### src/rtl/uart_rx_core.sv
// 8N1 UART receiver, MSB first: start-edge detect, mid-bit sampling, stop-bit check.
// Optional build macro UART_RX_MAJORITY_EN: 2-of-3 majority vote over the last three clocks of each bit.
module uart_rx_core #(
  parameter int SPEED_MAX = 216
) (
  input  logic       clk,
  input  logic       rst_n,
  input  logic       rxd,
  output logic [7:0] rx_data,
  output logic       rx_valid,
  output logic       frame_err,
  output logic       busy
);

  localparam int HALF_CNT = SPEED_MAX / 2;
  localparam logic [9:0] SPEED_RELOAD = 10'(SPEED_MAX);
  localparam logic [9:0] HALF_RELOAD  = 10'(HALF_CNT);

  typedef enum logic [1:0] {
    IDLE      = 2'd0,
    START_BIT = 2'd1,
    DATA_BIT  = 2'd2,
    STOP_BIT  = 2'd3
  } state_t;

  state_t      state, state_nx;
  logic [9:0]  speed_cnt, speed_nx;
  logic [3:0]  bit_cnt, bit_nx;
  logic [7:0]  shift_r, shift_nx;
  logic [7:0]  data_nx;
  logic        valid_nx, ferr_nx;
  logic        rxd_m, rxd_s, rxd_d;
  logic        sample;
  logic        tick;

  // rxd_d is one clock behind rxd_s, giving the previous line level for edge detect
  always_ff @(posedge clk or negedge rst_n) begin
    if (!rst_n) begin
      rxd_m <= 1'b1;
      rxd_s <= 1'b1;
      rxd_d <= 1'b1;
    end else begin
      rxd_m <= rxd;
      rxd_s <= rxd_m;
      rxd_d <= rxd_s;
    end
  end

`ifdef UART_RX_MAJORITY_EN
  logic maj_a, maj_b;

  always_ff @(posedge clk or negedge rst_n) begin
    if (!rst_n) begin
      maj_a <= 1'b1;
      maj_b <= 1'b1;
    end else begin
      if (speed_cnt == 10'd2) maj_a <= rxd_s;
      if (speed_cnt == 10'd1) maj_b <= rxd_s;
    end
  end

  assign sample = (maj_a & maj_b) | (maj_a & rxd_s) | (maj_b & rxd_s);
`else
  assign sample = rxd_s;
`endif

  assign tick = (speed_cnt == 10'd0);
  assign busy = (state != IDLE);

  always_comb begin
    state_nx = state;
    speed_nx = speed_cnt;
    bit_nx   = bit_cnt;
    shift_nx = shift_r;
    data_nx  = rx_data;
    valid_nx = 1'b0;
    ferr_nx  = 1'b0;
    case (state)
      IDLE: begin
        if (rxd_d && !rxd_s) begin
          state_nx = START_BIT;
          speed_nx = HALF_RELOAD;
        end
      end
      START_BIT: begin
        if (tick) begin
          if (!sample) begin
            state_nx = DATA_BIT;
            speed_nx = SPEED_RELOAD;
            bit_nx   = 4'd8;
          end else begin
            state_nx = IDLE;
          end
        end else begin
          speed_nx = speed_cnt - 10'd1;
        end
      end
      DATA_BIT: begin
        if (tick) begin
          shift_nx = {shift_r[6:0], sample};
          bit_nx   = bit_cnt - 4'd1;
          speed_nx = SPEED_RELOAD;
          if (bit_cnt == 4'd1) state_nx = STOP_BIT;
        end else begin
          speed_nx = speed_cnt - 10'd1;
        end
      end
      STOP_BIT: begin
        // Leave at mid-stop so a start edge immediately after the stop bit is seen
        if (tick) begin
          state_nx = IDLE;
          if (sample) begin
            data_nx  = shift_r;
            valid_nx = 1'b1;
          end else begin
            ferr_nx = 1'b1;
          end
        end else begin
          speed_nx = speed_cnt - 10'd1;
        end
      end
      default: state_nx = IDLE;
    endcase
  end

  always_ff @(posedge clk or negedge rst_n) begin
    if (!rst_n) begin
      state     <= IDLE;
      speed_cnt <= 10'd0;
      bit_cnt   <= 4'd0;
      shift_r   <= 8'h00;
      rx_data   <= 8'h00;
      rx_valid  <= 1'b0;
      frame_err <= 1'b0;
    end else begin
      state     <= state_nx;
      speed_cnt <= speed_nx;
      bit_cnt   <= bit_nx;
      shift_r   <= shift_nx;
      rx_data   <= data_nx;
      rx_valid  <= valid_nx;
      frame_err <= ferr_nx;
    end
  end

endmodule
### config.mk
export PLATFORM = sky130hd
export DESIGN_NAME = uart_rx_core
export DESIGN_NICKNAME = d
export VERILOG_FILES = /design/src/rtl/uart_rx_core.sv
export SDC_FILE = /design/constraint.sdc
export NUM_CORES = 1
export LEC_CHECK = 0
export ABC_AREA = 1
export CAP_MARGIN = 10
export CORE_MARGIN = 2
export CORE_UTILIZATION = 25
export CTS_CLUSTER_DIAMETER = 60
export DETAILED_ROUTE_END_ITERATION = 8
export SYNTH_ARGS = -nofsm -noshare
export SYNTH_HDL_FRONTEND = slang
export SYNTH_SLANG_ARGS = --single-unit
### constraint.sdc
create_clock -name clk -period 2.1 [get_ports clk]
set_input_delay 0.42 -clock clk [delete_from_list [all_inputs] [get_ports clk]]
set_output_delay 0.42 -clock clk [all_outputs]
set_load 0.01 [all_outputs]
# Yosys cells after proc, flatten, opt, wreduce, memory -nomap -nowiden
# Index checks and enable logic that the tools add are counted.
[op_classes]
n_addsub = 2
eq_ne = 12
n_mux = 23
n_reduce_logical = 11
[op_table]
columns = ["op", "n"]
rows = [
  ["10-bit 2-to-1 mux", 5],
  ["10-bit one-hot mux with 4 select lines", 1],
  ["2-bit inequality test (second input constant)", 7],
  ["2-bit 2-to-1 mux", 6],
  ["4-bit 2-to-1 mux", 3],
  ["10-bit logical NOT", 1],
  ["10-bit by 1-bit subtractor with 10-bit output (second input constant)", 1],
  ["2-bit one-hot mux with 4 select lines", 1],
  ["4-bit one-hot mux with 2 select lines", 1],
  ["1-bit 2-to-1 mux", 6],
  ["3-bit AND reduction", 2],
  ["5-bit AND reduction", 1],
  ["2-bit == test (second input constant)", 2],
  ["4-bit by 1-bit == test with 1-bit output (second input constant)", 1],
  ["4-bit AND reduction", 1],
  ["2-bit nonzero test", 2],
  ["4-bit by 1-bit subtractor with 4-bit output (second input constant)", 1],
  ["3-bit inequality test (second input constant)", 1],
  ["2-bit by 1-bit == test with 1-bit output (second input constant)", 1],
  ["2-bit logical NOT", 1],
  ["2-bit AND reduction", 1],
  ["1-bit logical AND", 1],
  ["1-bit logical NOT", 1],
]
[totals]
register_bits = 37
inputBits = 3

# Logic depth before layout (Yosys ltp)
[depth]
word_depth = 4
mapped_depth = 11

# Worst setup path before layout
# No wires, ideal clock.
[synth_path]
kind = "reg-to-reg"
start = "reg speed_cnt[0]"
end = "reg rx_data[1]"
setup_ps = 118
arrival_time_ps = 1411
required_ps = 1982
slack_ps = 572
stages_incl_launch_ff = 11
cell_sequence = "dfrtp_1 > inv_1 > ha_1 > nand3_1 > nor2_2 > nand2_4 > inv_2 > nand3_4 > buf_6 > nand2_1 > o21ai_2"
[synth_between]
elab_chain_cells = 2
[synth_lines]
columns = ["element", "line_no", "rtl"]
rows = [
  ["start, declared", "27", "logic [9:0] speed_cnt, speed_nx;"],
  ["start signal, assigned", "137", "speed_cnt <= speed_nx;"],
  ["10-bit logical NOT", "67", "assign tick = (speed_cnt == 10'd0);"],
  ["3-bit AND reduction (no source line)", "--", ""],
  ["end signal, assigned", "140", "rx_data <= data_nx;"],
  ["end, declared", "9", "output logic [7:0] rx_data,"],
]
# Every way passes these cells.
# A chain may end at the register's enable or synchronous reset.

# Worst setup path after layout
[layout_path]
start = "reg state[0]"
end = "out busy"
[layout_between]
elab_chain_cells = 1
[layout_lines]
columns = ["element", "line_no", "rtl"]
rows = [
  ["start, declared", "26", "state_t state, state_nx;"],
  ["start signal, assigned", "136", "state <= state_nx;"],
  ["2-bit nonzero test", "68", "assign busy = (state != IDLE);"],
  ["end, declared", "12", "output logic busy"],
]
# Every way passes these cells.

==> impl_metrics.csv <==
group,metric,value,unit
status,outcome,"finished clean",
critical_path,slowest_stage,"clkdlybuf4s50_1",
power,seq_power_share,37.8,%
floorplan,die_w,92.64,um
global_routing,grt_pass1_vias,1527,
global_routing,antenna_found_initial,0,
synthesis,synth_cells,240,
synthesis,synthArstFlopShare,100.0,%
clocking,ctsHoldBuffers,0,
timing,clock.fmax,497.8,MHz
timing,tns,0,ns
route,ant_nets,0,
synthesis,syn-num-nets,252,
route,drtPass1Iterations,4,
flow_run,maxCapViolations,0,
power,p_clk_share,19.8,%
route,drt-initial-drc-count,66,
clocking,postCtsSetupRepairBufs,0,
final_layout,layout-drive-gt1-share,12.64,%
synthesis,synth_seq_cells,37,
timing,rsz0062_at_grt,"no",
route,routed_wl,3697,um
final_layout,n_fill_cell,833,
clocking,post_cts_resized,0,
critical_path,crit_buf_inv,3,
synthesis,yosys_warnings,0,
critical_path,cpLargestDelayFamily,"buffers and inverters",
timing,hold_viol,0,
power,p_sw,1025,uW
critical_path,crit_top_cell,"inv_1",
timing,setup_viol,0,
synthesis,syn_avg_cell_area,8.185,sq um
final_layout,diodes,0,
timing,fin_ws,0.09128,ns
synthesis,synth.most_common_cell,"nand2_1",
synthesis,ys_seq_area_share,47.32,%
global_routing,grt_overflow_total,0,
power,p_int,1425,uW
clocking,cts_tree,"built",
critical_path,start_kind,"flip-flop",
floorplan,start_util,25.55,%
synthesis,synth_top_cell_by_area,"dfrtp_1",
synthesis,synth-edff-count,0,
synthesis,yosys-top-cells-area,"dfrtp_1 (43%), nand2_1 (14%), inv_1 (6.7%)",
clocking,clock-root-buffer,"clkbuf_8",
floorplan,die_area,8582,sq um
timing,clock_skew,0.009035,ns
synthesis,synth.top_cells.by_count,"nand2_1 (71), inv_1 (35), dfrtp_1 (34)",
critical_path,path_max_fanout,5,
power,p_leak,0.001098,uW
route,wl_per_cell,10.18,um
placement,hpwl,2850,um
clocking,clkTransAtPathRegs,0.08,ns
floorplan,fp-row-count,32,
global_routing,use_met3,2.522,%
final_layout,multi_input_comb_area,869.6,sq um
power,vdd_drop_max,0.4395,mV
floorplan,io_pins,14,
route,viasPerCell,4.129,
synthesis,synthFlopType,"dfrtp_1",
timing,slew_headroom,61.61,%
critical_path,arrival,1.59,ns
critical_path,crit_type,"reg -> out",
placement,port_buffers,13,
timing,period_needed,2.009,ns
placement,dp_worst_setup_slack,0.3936,ns
clocking,clock-sinks,37,
final_layout,regArea,929.6,sq um
clocking,htreeDepth,2,
critical_path,cp.required,1.68,ns
route,drc,0,
timing,finalMaxSlewViolations,0,
power,p_sw_share,41.83,%
timing,worst_slew_pin_slew,0.5759,ns
synthesis,synth_top_cell_area_share,43.31,%
placement,place_congestion,0.8253,
synthesis,syn_area,1964,sq um
synthesis,synth_cell_types,24,
clocking,numCtsBuffers,5,
final_layout,fin_nets,272,
clocking,clk_latency,0.29,ns
hold_path,hold_path.class,"in -> async",
global_routing,grtUsageTotal,9.631,%
critical_path,critPathMaxStageDelay,0.52,ns
critical_path,cp-end-kind,"output pin",
clocking,cts_buffer_depth,2,
floorplan,die_y,92.64,um
route,vias,1499,
global_routing,grtUsageMet1,11.75,%
floorplan,core_area,7687,sq um
power,comb_power_share,42.4,%
global_routing,grt_pass1_wl,6644,um
timing,min_period_over_period,95.65,%
power,pwr_density_cell,1066,nW/um^2
critical_path,crit_chain,"inv_1 -> ha_1 -> inv_1 -> clkdlybuf4s50_1",
global_routing,met2_usage,16.48,%
final_layout,syn_to_final_growth,17.01,%
global_routing,grt_max_degree,27,
global_routing,busiest_layer,"met2",
## logic make-up after synthesis
| logic type | count (synthesis) | synth area share [%] |
|---|---|---|
| flops | 37 | 47.33 |
| buf+inv | 41 | 8.408 |
| fa+ha+maj | 9 | 5.733 |
| compound gates | 27 | 8.280 |
| simple gates | 121 | 28.03 |
| xor+xnor | 5 | 2.229 |
## cell type report
class | instances | share of cell area, %
clock buffers | 7 | 3.321
clock inverters | 1 | 0.3811
inverters | 39 | 6.369
multi-input cells | 162 | 37.83
flip-flops and latches | 37 | 40.45
well taps | 102 | 5.553
repair buffers | 15 | 6.097
## power by group through the flow
stage | clock network (uW) | logic [uW] | registers [uW]
floorplan | 0 | 807 | 918
global placement | 0 | 1030 | 936
detailed placement | 0 | 1040 | 940
CTS | 503 | 1050 | 926
global route | 538 | 1210 | 942
finish | 485 | 1040 | 926
## worst paths after layout
check	to	slack, ns	from	depth (start not counted)
worst max-delay path	busy	0.09	state[0]$_DFFE_PN0P_	4
worst min-delay path	speed_cnt[9]$_DFFE_PN0P_	0.12	rst_n	1
worst max register to register	shift_r[7]$_DFFE_PN0P_	0.38	speed_cnt[0]$_DFFE_PN0P_	9
worst min register to register	rxd_s$_DFF_PN1_	0.35	rxd_m$_DFF_PN1_	0
max in group asynchronous	rxd_m$_DFF_PN1_	1.36	rst_n	2
min in group clk	rxd_s$_DFF_PN1_	0.35	rxd_m$_DFF_PN1_	0
## registers in the layout (all words and copies together), names as in the netlist, named ones only
| name | flops |
|---|---|
| rxd_m | 1 |
| shift_r | 8 |
| speed_cnt | 10 |
| rx_valid | 1 |
| state | 1 |
| rx_data | 8 |
| bit_cnt | 4 |
| rxd_d | 1 |
| rxd_s | 1 |
| frame_err | 1 |
## metrics by stage
step / total power [uW] / hold WS [ns] / instance area [sq um] / util, % / cells
finish: 2450 / 0.1205 / 2298 / 29.90 / 363
detailed placement: 1981 / 0.3495 / 2213 / 28.79 / 355
floorplan: 1724 / 0.1244 / 1964 / - / 240
global route: 2690 / 0.1677 / 2298 / 29.90 / 363
global placement: 1963 / 0.3476 / 2213 / 28.79 / 355
CTS: 2482 / 0.1470 / 2298 / 29.90 / 363
## routing by layer
| layer | vias to the layer above | part of all wire, % | wire length (um) |
|---|---|---|---|
| met1 | 696 | 48 | 1768 |
| met4 | 0 | 1.9 | 71 |
| li1 | 779 | - | - |
| met2 | 16 | 48 | 1773 |
| met5 | - | 0 | 0 |
| met3 | 8 | 2.3 | 84 |
## cells in the final DEF, fill, tap and decap left out, drive strengths merged
master,netlist,layout
nand2,74,74
inv,39,39
dfrtp,34,34
nor2,23,23
o21ai,20,20
nand3,18,18
clkdlybuf4s50,0,12
ha,9,9
clkbuf,0,7
a21oi,6,6
nor3,4,4
xor2,4,4
dfstp,3,3
buf,2,3
nand4,2,2
o22ai,1,1
xnor2,1,1
clkinv,0,1
No activity file was read; power rests on OpenSTA's default activity.
